==> src/rtl/cpu_ctrl_if.sv <==
// Control bundle between the RV32I multi-cycle controller (master) and the
// datapath / memory side (slave): decoded opcode, ready handshakes, selects and enables.
interface cpu_ctrl_if #(
  parameter int CAUSE_W = 2
);
  logic [6:0]         opcode;
  logic               branch_taken;
  logic               imem_ready;
  logic               dmem_ready;
  logic               imem_req;
  logic               ir_we;
  logic               dmem_req;
  logic               dmem_we;
  logic               pc_we;
  logic [1:0]         pc_sel;
  logic               alu_a_sel;
  logic               alu_b_sel;
  logic               rf_we;
  logic [1:0]         wb_sel;
  logic               halt;
  logic [CAUSE_W-1:0] trap_cause;

  modport master (
    input  opcode, branch_taken, imem_ready, dmem_ready,
    output imem_req, ir_we, dmem_req, dmem_we, pc_we, pc_sel,
           alu_a_sel, alu_b_sel, rf_we, wb_sel, halt, trap_cause
  );

  modport slave (
    output opcode, branch_taken, imem_ready, dmem_ready,
    input  imem_req, ir_we, dmem_req, dmem_we, pc_we, pc_sel,
           alu_a_sel, alu_b_sel, rf_we, wb_sel, halt, trap_cause
  );
endinterface

==> src/rtl/cpu_ctrl_fsm.sv <==
// Multi-cycle RV32I control FSM: FETCH/DECODE/EXECUTE/MEM/WRITEBACK/TRAP sequencing.
// Optional performance counters (instret, cycle_cnt) are built when CPU_CTRL_PERF_CNT_EN is defined.
module cpu_ctrl_fsm #(
  parameter int RESET_TRAP_CODE = 0,
  parameter int CAUSE_W         = 2
) (
  input  logic        clk,
  input  logic        rst_n,
  cpu_ctrl_if.master  bus
`ifdef CPU_CTRL_PERF_CNT_EN
  ,
  output logic [31:0] instret,
  output logic [31:0] cycle_cnt
`endif
);

  typedef enum logic [2:0] {FETCH, DECODE, EXECUTE, MEM, WRITEBACK, TRAP} state_t;

  localparam logic [6:0] OP_LUI    = 7'b0110111;
  localparam logic [6:0] OP_AUIPC  = 7'b0010111;
  localparam logic [6:0] OP_JAL    = 7'b1101111;
  localparam logic [6:0] OP_JALR   = 7'b1100111;
  localparam logic [6:0] OP_BRANCH = 7'b1100011;
  localparam logic [6:0] OP_LOAD   = 7'b0000011;
  localparam logic [6:0] OP_STORE  = 7'b0100011;
  localparam logic [6:0] OP_ALUI   = 7'b0010011;
  localparam logic [6:0] OP_ALU    = 7'b0110011;
  localparam logic [6:0] OP_FENCE  = 7'b0001111;
  localparam logic [6:0] OP_SYSTEM = 7'b1110011;

  localparam logic [CAUSE_W-1:0] CAUSE_ILLEGAL = CAUSE_W'(1);
  localparam logic [CAUSE_W-1:0] CAUSE_SYSTEM  = CAUSE_W'(2);
  localparam logic [CAUSE_W-1:0] CAUSE_IDLE    = CAUSE_W'(RESET_TRAP_CODE);

  state_t             state_q, state_d;
  logic [6:0]         opcode_q, opcode_d;
  logic [CAUSE_W-1:0] cause_q, cause_d;

  logic       imem_req, ir_we, dmem_req, dmem_we, pc_we, rf_we, halt;
  logic       alu_a_sel, alu_b_sel;
  logic [1:0] pc_sel, wb_sel;

  function automatic logic is_legal(input logic [6:0] op);
    case (op)
      OP_LUI, OP_AUIPC, OP_JAL, OP_JALR, OP_BRANCH, OP_LOAD, OP_STORE,
      OP_ALUI, OP_ALU, OP_FENCE, OP_SYSTEM: is_legal = 1'b1;
      default:                              is_legal = 1'b0;
    endcase
  endfunction

  always_ff @(posedge clk or negedge rst_n) begin
    if (!rst_n) begin
      state_q  <= FETCH;
      opcode_q <= '0;
      cause_q  <= '0;
    end else begin
      state_q  <= state_d;
      opcode_q <= opcode_d;
      cause_q  <= cause_d;
    end
  end

  always_comb begin
    state_d   = state_q;
    opcode_d  = opcode_q;
    cause_d   = cause_q;
    imem_req  = 1'b0;
    ir_we     = 1'b0;
    dmem_req  = 1'b0;
    dmem_we   = 1'b0;
    pc_we     = 1'b0;
    pc_sel    = 2'd0;
    alu_a_sel = 1'b0;
    alu_b_sel = 1'b0;
    rf_we     = 1'b0;
    wb_sel    = 2'd0;
    halt      = 1'b0;
    case (state_q)
      FETCH: begin
        imem_req = 1'b1;
        if (bus.imem_ready) begin
          ir_we   = 1'b1;
          state_d = DECODE;
        end
      end
      DECODE: begin
        opcode_d = bus.opcode;
        if (!is_legal(bus.opcode)) begin
          state_d = TRAP;
          cause_d = CAUSE_ILLEGAL;
        end else if (bus.opcode == OP_SYSTEM) begin
          state_d = TRAP;
          cause_d = CAUSE_SYSTEM;
        end else begin
          state_d = EXECUTE;
        end
      end
      // Operands are only steered here; later states consume the datapath's ALU output register.
      EXECUTE: begin
        case (opcode_q)
          OP_AUIPC, OP_JAL, OP_BRANCH: begin
            alu_a_sel = 1'b1;
            alu_b_sel = 1'b1;
          end
          OP_JALR, OP_ALUI, OP_LOAD, OP_STORE: alu_b_sel = 1'b1;
          default: ;
        endcase
        case (opcode_q)
          OP_BRANCH: begin
            pc_we   = 1'b1;
            pc_sel  = bus.branch_taken ? 2'd1 : 2'd0;
            state_d = FETCH;
          end
          OP_FENCE: begin
            pc_we   = 1'b1;
            state_d = FETCH;
          end
          OP_LOAD, OP_STORE: state_d = MEM;
          default:           state_d = WRITEBACK;
        endcase
      end
      MEM: begin
        dmem_req = 1'b1;
        dmem_we  = (opcode_q == OP_STORE);
        if (bus.dmem_ready) begin
          if (opcode_q == OP_STORE) begin
            pc_we   = 1'b1;
            state_d = FETCH;
          end else begin
            state_d = WRITEBACK;
          end
        end
      end
      WRITEBACK: begin
        rf_we   = 1'b1;
        pc_we   = 1'b1;
        state_d = FETCH;
        case (opcode_q)
          OP_JAL:  begin pc_sel = 2'd1; wb_sel = 2'd2; end
          OP_JALR: begin pc_sel = 2'd2; wb_sel = 2'd2; end
          OP_LOAD: wb_sel = 2'd1;
          OP_LUI:  wb_sel = 2'd3;
          default: ;
        endcase
      end
      TRAP:    halt = 1'b1;
      default: state_d = FETCH;
    endcase
  end

  // Outputs are gated by rst_n so an in-flight request or enable drops the instant reset asserts.
  assign bus.imem_req   = rst_n & imem_req;
  assign bus.ir_we      = rst_n & ir_we;
  assign bus.dmem_req   = rst_n & dmem_req;
  assign bus.dmem_we    = rst_n & dmem_we;
  assign bus.pc_we      = rst_n & pc_we;
  assign bus.pc_sel     = rst_n ? pc_sel : 2'd0;
  assign bus.alu_a_sel  = rst_n & alu_a_sel;
  assign bus.alu_b_sel  = rst_n & alu_b_sel;
  assign bus.rf_we      = rst_n & rf_we;
  assign bus.wb_sel     = rst_n ? wb_sel : 2'd0;
  assign bus.halt       = rst_n & halt;
  assign bus.trap_cause = (rst_n && state_q == TRAP) ? cause_q : CAUSE_IDLE;

`ifdef CPU_CTRL_PERF_CNT_EN
  logic [31:0] instret_q, instret_d, cycle_cnt_q, cycle_cnt_d;

  always_comb begin
    cycle_cnt_d = (state_q == TRAP) ? cycle_cnt_q : cycle_cnt_q + 32'd1;
    instret_d   = instret_q;
    if (state_d == FETCH &&
        (state_q == EXECUTE || state_q == MEM || state_q == WRITEBACK))
      instret_d = instret_q + 32'd1;
  end

  always_ff @(posedge clk or negedge rst_n) begin
    if (!rst_n) begin
      instret_q   <= '0;
      cycle_cnt_q <= '0;
    end else begin
      instret_q   <= instret_d;
      cycle_cnt_q <= cycle_cnt_d;
    end
  end

  assign instret   = instret_q;
  assign cycle_cnt = cycle_cnt_q;
`endif

endmodule

==> src/flat_wrapper.sv <==
// flat-port wrapper written by rule: the top's interface ports become plain ports
module cpu_ctrl_fsm_flat 
#(
  parameter int RESET_TRAP_CODE = 0,
  parameter int CAUSE_W         = 2
)
  (clk, rst_n, bus_opcode, bus_branch_taken, bus_imem_ready, bus_dmem_ready, bus_imem_req, bus_ir_we, bus_dmem_req, bus_dmem_we, bus_pc_we, bus_pc_sel, bus_alu_a_sel, bus_alu_b_sel, bus_rf_we, bus_wb_sel, bus_halt, bus_trap_cause);
  cpu_ctrl_if #(.CAUSE_W(CAUSE_W)) bus_i ();
  input  logic clk;
  input  logic rst_n;
  input wire logic [$bits(bus_i.opcode)-1:0] bus_opcode;
  input wire logic [$bits(bus_i.branch_taken)-1:0] bus_branch_taken;
  input wire logic [$bits(bus_i.imem_ready)-1:0] bus_imem_ready;
  input wire logic [$bits(bus_i.dmem_ready)-1:0] bus_dmem_ready;
  output wire logic [$bits(bus_i.imem_req)-1:0] bus_imem_req;
  output wire logic [$bits(bus_i.ir_we)-1:0] bus_ir_we;
  output wire logic [$bits(bus_i.dmem_req)-1:0] bus_dmem_req;
  output wire logic [$bits(bus_i.dmem_we)-1:0] bus_dmem_we;
  output wire logic [$bits(bus_i.pc_we)-1:0] bus_pc_we;
  output wire logic [$bits(bus_i.pc_sel)-1:0] bus_pc_sel;
  output wire logic [$bits(bus_i.alu_a_sel)-1:0] bus_alu_a_sel;
  output wire logic [$bits(bus_i.alu_b_sel)-1:0] bus_alu_b_sel;
  output wire logic [$bits(bus_i.rf_we)-1:0] bus_rf_we;
  output wire logic [$bits(bus_i.wb_sel)-1:0] bus_wb_sel;
  output wire logic [$bits(bus_i.halt)-1:0] bus_halt;
  output wire logic [$bits(bus_i.trap_cause)-1:0] bus_trap_cause;
  assign bus_i.opcode = bus_opcode;
  assign bus_i.branch_taken = bus_branch_taken;
  assign bus_i.imem_ready = bus_imem_ready;
  assign bus_i.dmem_ready = bus_dmem_ready;
  assign bus_imem_req = bus_i.imem_req;
  assign bus_ir_we = bus_i.ir_we;
  assign bus_dmem_req = bus_i.dmem_req;
  assign bus_dmem_we = bus_i.dmem_we;
  assign bus_pc_we = bus_i.pc_we;
  assign bus_pc_sel = bus_i.pc_sel;
  assign bus_alu_a_sel = bus_i.alu_a_sel;
  assign bus_alu_b_sel = bus_i.alu_b_sel;
  assign bus_rf_we = bus_i.rf_we;
  assign bus_wb_sel = bus_i.wb_sel;
  assign bus_halt = bus_i.halt;
  assign bus_trap_cause = bus_i.trap_cause;
  cpu_ctrl_fsm #(.RESET_TRAP_CODE(RESET_TRAP_CODE), .CAUSE_W(CAUSE_W)) u_core (.clk(clk), .rst_n(rst_n), .bus(bus_i));
endmodule
==> config.mk <==
export PLATFORM = sky130hd
export DESIGN_NAME = cpu_ctrl_fsm_flat
export DESIGN_NICKNAME = d
export VERILOG_FILES = /design/src/rtl/cpu_ctrl_if.sv /design/src/rtl/cpu_ctrl_fsm.sv /design/src/flat_wrapper.sv
export SDC_FILE = /design/constraint.sdc
export NUM_CORES = 1
export LEC_CHECK = 0
export CAP_MARGIN = 20
export CORE_UTILIZATION = 50
export DETAILED_ROUTE_END_ITERATION = 10
export PLACE_DENSITY = 0.93
export SETUP_SLACK_MARGIN = 0.05
export SYNTH_ARGS = -nofsm -noshare
export SYNTH_HDL_FRONTEND = slang
export SYNTH_SLANG_ARGS = --single-unit
==> constraint.sdc <==
create_clock -name clk -period 2.74 [get_ports clk]
set_input_delay 0.274 -clock clk [delete_from_list [all_inputs] [get_ports clk]]
set_output_delay 0.274 -clock clk [all_outputs]
set_load 0.01 [all_outputs]
==> results.sh, run 1 <==
export IMPL_row_count=15
export IMPL_clock_latency_ns=0.27
export IMPL_synth_seq_cells=12
export IMPL_synthFlopType="dfrtp_1"
export IMPL_fin_crit_ns=2.55
export IMPL_final_nets=149
export IMPL_antenna_found_initial=0
export IMPL_cts_path_max_buffers=2
export IMPL_timing_hold_violations_final=0
export IMPL_cts_root_buf="clkbuf_4"
export IMPL_grt_pass1_wl_microns=3740
export IMPL_pwr_share_clk_pct=17.3
export IMPL_finalSetupTns_ns=0
export IMPL_endpoint_kind="output pin"
export IMPL_r2r_slack_ns=1.18
export IMPL_clkSinkCount=12
export IMPL_grt_overflow=0
export IMPL_post_cts_setup_buffer_count=0
export IMPL_reg2reg_depth=4
export IMPL_yosysMostFrequentCell="dfrtp_1"
export IMPL_max_freq_mhz=392
export IMPL_switching_power_uw=219
export IMPL_rsz0062_at_grt="no"
export IMPL_p_total_uw=596
export IMPL_ctsHoldBuffers=0
export IMPL_hp_class="in2async"
export IMPL_period_share_pct=93.0
export IMPL_die_h_microns=45.3
export IMPL_clkSlewWorstSetupHoldPaths_ns=0.06
export IMPL_worstSetupPathType="reg2out"
export IMPL_firstDrtPassIters=4
export IMPL_wl_microns=2220
export IMPL_required_ns=2.47
export IMPL_gr_usage_met1_pct=32.3
export IMPL_portBuffers=26
export IMPL_leakagePower_uw=0.000464
export IMPL_yosys_area_top_type="dfrtp_1"
export IMPL_tritoncts="yes"
export IMPL_dieArea_sq_um=2050
export IMPL_dp_hpwl_microns=1750
export IMPL_grt_usage_pct=25.1
export IMPL_whs_ns=0.359
export IMPL_maxSlewViolCount=0
export IMPL_startpoint_type="flip-flop"
export IMPL_first_iter_violations=28
export IMPL_p_int_uw=377
export IMPL_initial_core_util_pct=53.6
export IMPL_cp_arrival_ns=2.28
export IMPL_drive_gt1_share_pct=8.15
export IMPL_synth_xor_xnor_area_share_pct=0
export IMPL_clock_skew_ns=0.000220
export IMPL_worstPathMaxFanout=11
export IMPL_gp_congestion=0.864
export IMPL_ir_worst_vdd_mv=0.345
export IMPL_synth_nets=121
export IMPL_n_antenna_cell=0
export IMPL_wire_per_inst_microns=13.9
export IMPL_vias_per_cell=5.89
export IMPL_reg2reg_to="u_core.state_q[2]$_DFFE_PN0P_"
export IMPL_synth_cell_area_sq_um=936
export IMPL_synth_simple_gate_area_share_pct=35.4
export IMPL_synth_warning_count=0
export IMPL_synthAdderAreaFrac_pct=0
export IMPL_ys_seq_area_share_pct=32.1
export IMPL_relSlewSlack_pct=68.9
export IMPL_area_growth_pct=31.8
export IMPL_pwr_share_seq_pct=51.2
export IMPL_p_per_area_nw_per_um2=483
export IMPL_synthMuxAreaShare_pct=7.22
export IMPL_async_flop_share_pct=100
export IMPL_grt_max_degree=14
export IMPL_die_w_microns=45.3
export IMPL_reg2reg_from="u_core.opcode_q[2]$_DFFE_PN0P_"
export IMPL_status="completed"
export IMPL_power_frac_comb_pct=31.5
export IMPL_busiest_layer="met2"
export IMPL_cts_buffers=3
export IMPL_h_tree_depth=1
export IMPL_fin_area_sq_um=1230
export IMPL_ant_nets=0
export IMPL_avgSynthCellArea_sq_um=8.59
export IMPL_synth_edf_count=0
export IMPL_placed_area_sq_um=1210
export IMPL_post_route_drc_count=0
export IMPL_met2_usage_pct=42.6
export IMPL_synth_top_family_by_area="simple AND/OR/NAND/NOR gates"
export IMPL_setup_viol=0
export IMPL_synth_top_area_share_pct=32.1
export IMPL_pin_count=27
export IMPL_synthCells=109
export IMPL_cts_resized=0
export IMPL_via_count=942
export IMPL_p_sw_share_pct=36.7
export IMPL_max_slew_worst_pin_slew_ns=0.463
export IMPL_grt_use_met3_pct=2.00
export IMPL_synth_area_leaders="dfrtp_1, mux2_1, nand2_1"
export IMPL_synth_cells_most_frequent="dfrtp_1, nand2_1, mux2_1, nor2_1, nor3_1"
export IMPL_max_cap_violations=0
export IMPL_yosysUniqueCellTypes=44
export IMPL_grt_pass1_vias=882
export IMPL_synth_compound_area_share_pct=20.3
export IMPL_coreArea_sq_um=1750
per-stage QoR:
stage	worst slack [ns]	util [%]	std cells
after floorplan	1.08	-	109
final	0.191	70.7	160
after global routing	0.0859	70.7	160
after detailed placement	0.292	69.4	157
after global placement	0.374	69.4	157
after CTS	0.217	70.7	160
power groups by stage:
stage / combinational [uW] / clock, uW / sequential (uW)
floorplan: 173 / 0 / 253
global placement: 181 / 0 / 303
detailed placement: 187 / 0 / 306
CTS: 188 / 104 / 302
global route: 210 / 114 / 314
finish: 188 / 103 / 305
registers in the layout (all words and copies together) (netlist names):
signal	count
u_core.cause_q	2
u_core.opcode_q	7
u_core.state_q	3
cell families (layout without fill, tap and decap cells):
kind of cell           count (synthesis)  after routing
and+or+nand+nor                       55             55
DFF                                   12             12
muxes                                  6              6
AOI/OAI and AO/OA                     27             27
buffers and inverters                  9             35
cells in the final DEF (no fill, tap or decap), types with 4 or more instances in the layout:
cell	n
mux2_1	6
and3_1	4
clkdlybuf4s50_1	26
nor2b_1	5
a21oi_1	5
nand2b_1	5
nor2_1	6
nand2_1	9
dfrtp_1	12
nor3_1	6
routing by layer:
metal / routed length [microns] / up-vias
met4: 34 / 0
met2: 1130 / 35
li1: - / 453
met3: 90 / 5
met1: 965 / 449
met5: 0 / -
cell type report:
type | count | area, sq um
clock buffers | 3 | 22.5
fillers | 144 | 512
inverters | 4 | 15.0
multi-input cells | 88 | 589
flip-flops and latches | 12 | 300
well taps | 25 | 31.3
repair buffers | 28 | 275
worst max-delay path by stage:
stage	slack, ns	end	start	cells after the start
after detailed placement	0.29	bus_pc_sel[0]	rst_n	6
after global routing	0.09	bus_pc_we	u_core.opcode_q[2]$_DFFE_PN0P_	5
after floorplan	1.08	bus_pc_sel[0]	u_core.state_q[1]$_DFFE_PN0P_	4
after CTS	0.22	bus_pc_we	u_core.opcode_q[2]$_DFFE_PN0P_	5
after global placement	0.37	bus_pc_sel[0]	rst_n	6
final	0.19	bus_pc_we	u_core.opcode_q[2]$_DFFE_PN0P_	5
worst max-delay path: stages, from the launching register on:
cell	delay (ns)
dfrtp_1	0.49
or2_4	0.29
nor4_2	0.35
and4_1	0.25
a211o_1	0.10
clkdlybuf4s50_1	0.53
(Power assumes the default switching activity.)
==> inputs of run 2 (changes only) <==
--- a/config.mk
+++ b/config.mk
@@ -10,6 +10,8 @@
 export DETAILED_ROUTE_END_ITERATION = 10
 export PLACE_DENSITY = 0.93
 export SETUP_SLACK_MARGIN = 0.05
+export SKIP_LAST_GASP = 1
+export SLEW_MARGIN = 5
 export SYNTH_ARGS = -nofsm -noshare
 export SYNTH_HDL_FRONTEND = slang
 export SYNTH_SLANG_ARGS = --single-unit
==> results of run 2 <==
Same layout as run 1: the final DEF is identical, and so are final timing and power.
==> inputs of run 3 (changes only) <==
--- a/config.mk
+++ b/config.mk
@@ -6,6 +6,7 @@
 export NUM_CORES = 1
 export LEC_CHECK = 0
 export CAP_MARGIN = 20
+export CORE_MARGIN = 5
 export CORE_UTILIZATION = 50
 export DETAILED_ROUTE_END_ITERATION = 10
 export PLACE_DENSITY = 0.93
==> run 3 against run 2 <==
Critical endpoint is now bus_pc_sel[0]. Combinational power about the same. Critical path type unchanged. Via count increased by 0.42%. Die area increased by 38%. Count of clock-buffer cells in the layout increased by 1. Register-to-register slack improved by 0.03 ns. Largest cell class unchanged.
==> results.sh, run 3 (same netlist as run 1, synthesis figures left out) <==
export IMPL_dp_hpwl_microns=1810
export IMPL_ir_worst_vdd_mv=0.385
export IMPL_cts_buffers=3
export IMPL_period_share_pct=92.3
export IMPL_maxSlewViolCount=0
export IMPL_final_nets=149
export IMPL_worstSetupPathType="reg2out"
export IMPL_busiest_layer="met2"
export IMPL_clock_skew_ns=0.00457
export IMPL_hp_class="in2async"
export IMPL_cp_num_buf_inv=1
export IMPL_antenna_found_initial=0
export IMPL_worstPathMaxFanout=8
export IMPL_grt_pass1_vias=894
export IMPL_drive_gt1_share_pct=8.82
export IMPL_p_per_area_nw_per_um2=509
export IMPL_endpoint_kind="output pin"
export IMPL_max_freq_mhz=396
export IMPL_max_slew_worst_pin_slew_ns=0.409
export IMPL_pin_count=27
export IMPL_startpoint_type="flip-flop"
export IMPL_critPathMaxStageDelay_ns=0.55
export IMPL_clock_latency_ns=0.28
export IMPL_via_count=946
export IMPL_r2r_slack_ns=1.21
export IMPL_ctsHoldBuffers=0
export IMPL_setup_viol=0
export IMPL_grt_overflow=0
export IMPL_post_route_drc_count=0
export IMPL_initial_core_util_pct=53.6
export IMPL_placed_area_sq_um=1210
export IMPL_grt_usage_pct=19.2
export IMPL_first_iter_violations=18
export IMPL_relSlewSlack_pct=72.5
export IMPL_final_common_cell="clkdlybuf4s50_1"
export IMPL_firstDrtPassIters=4
export IMPL_coreArea_sq_um=1750
export IMPL_required_ns=2.47
export IMPL_clkSlewWorstSetupHoldPaths_ns=0.08
export IMPL_h_tree_depth=1
export IMPL_grt_pass1_wl_microns=3950
export IMPL_wire_per_inst_microns=14.4
export IMPL_area_growth_pct=33.3
export IMPL_cts_path_max_buffers=2
export IMPL_die_w_microns=53.3
export IMPL_tritoncts="yes"
export IMPL_vias_per_cell=5.88
export IMPL_wl_microns=2330
export IMPL_grt_max_degree=14
export IMPL_reg_top3="u_core.opcode_q x7, u_core.state_q x3, u_core.cause_q x2"
export IMPL_largest_reg_flops=7
export IMPL_clkSinkCount=12
export IMPL_dieArea_sq_um=2840
export IMPL_ant_nets=0
export IMPL_finalSetupTns_ns=0
export IMPL_die_h_microns=53.3
export IMPL_fin_area_sq_um=1250
export IMPL_gr_usage_met1_pct=24.3
export IMPL_fin_crit_ns=2.53
export IMPL_crit_family="simple AND/OR/NAND/NOR gates"
export IMPL_portBuffers=26
export IMPL_grt_use_met3_pct=3.10
export IMPL_cts_resized=0
export IMPL_gp_congestion=0.817
export IMPL_cts_root_buf="clkbuf_4"
export IMPL_post_cts_setup_buffer_count=0
export IMPL_max_cap_violations=0
export IMPL_crit_chain="and4bb_1, nand4_1, or2_1, a21oi_1, clkdlybuf4s50_1"
export IMPL_cp_arrival_ns=2.25
export IMPL_final_cell_mix="clkdlybuf4s50_1, dfrtp_1, nand2_1"
export IMPL_timing_hold_violations_final=0
export IMPL_regMostFlops="u_core.opcode_q"
export IMPL_status="completed"
export IMPL_n_antenna_cell=0
export IMPL_critPathSlowestCell="clkdlybuf4s50_1"
export IMPL_rsz0062_at_grt="no"
export IMPL_met2_usage_pct=30.4
export IMPL_row_count=15
export IMPL_leakagePower_uw=0.000471
export IMPL_whs_ns=0.351
[run 3: cell count changes in the layout (fill, tap and decap cells not counted), sizes merged]
cell,delta
clkbuf,+1
[run 3: worst paths after layout]
check / cells past startpoint / start / endpoint
setup / recovery: 5 / u_core.state_q[1]$_DFFE_PN0P_ / bus_pc_sel[0]
hold / removal: 2 / rst_n / u_core.state_q[0]$_DFFE_PN0P_
setup reg to reg: 4 / u_core.opcode_q[2]$_DFFE_PN0P_ / u_core.state_q[1]$_DFFE_PN0P_
hold reg to reg: 2 / u_core.cause_q[1]$_DFFE_PN0P_ / u_core.cause_q[1]$_DFFE_PN0P_
max in group asynchronous: 2 / rst_n / u_core.opcode_q[5]$_DFFE_PN0P_
min in group clk: 2 / u_core.cause_q[1]$_DFFE_PN0P_ / u_core.cause_q[1]$_DFFE_PN0P_
[run 3: metal layers]
metal	wire (microns)	vias to the layer above
li1	-	459
met1	1020	440
met2	1100	42
met3	158	5
met4	51	0
met5	0	-
[run 3: worst register-to-register path: cells and delay by family (launching register included)]
kind               cells  cell delay (ns)
DFF                    1             0.48
and+or+nand+nor        2             0.71
AOI/OAI and AO/OA      2             0.30
[run 3: final cells by class]
class / count / area, sq um
tap: 25 / 31.3
inverter: 4 / 15.0
timing repair buffer: 28 / 275
fill: 135 / 498
multi-input combinational: 88 / 589
sequential: 12 / 300
clock buffer: 4 / 36.3
[run 3: where the power goes]
group / internal [uW] / switching [uW] / total (uW)
registers: 223 / 80.8 / 304
clock network: 80.9 / 61.1 / 142
logic: 103 / 85.6 / 189
[run 3: per-stage QoR]
stage | cells | utilization, % | setup slack [ns] | power [uW]
after floorplan | 109 | - | 1.08 | 426
after global placement | 157 | 69.4 | 0.370 | 483
after detailed placement | 157 | 69.4 | 0.293 | 493
after CTS | 161 | 71.5 | 0.227 | 639
after global routing | 161 | 71.5 | 0.104 | 686
final | 161 | 71.5 | 0.212 | 635
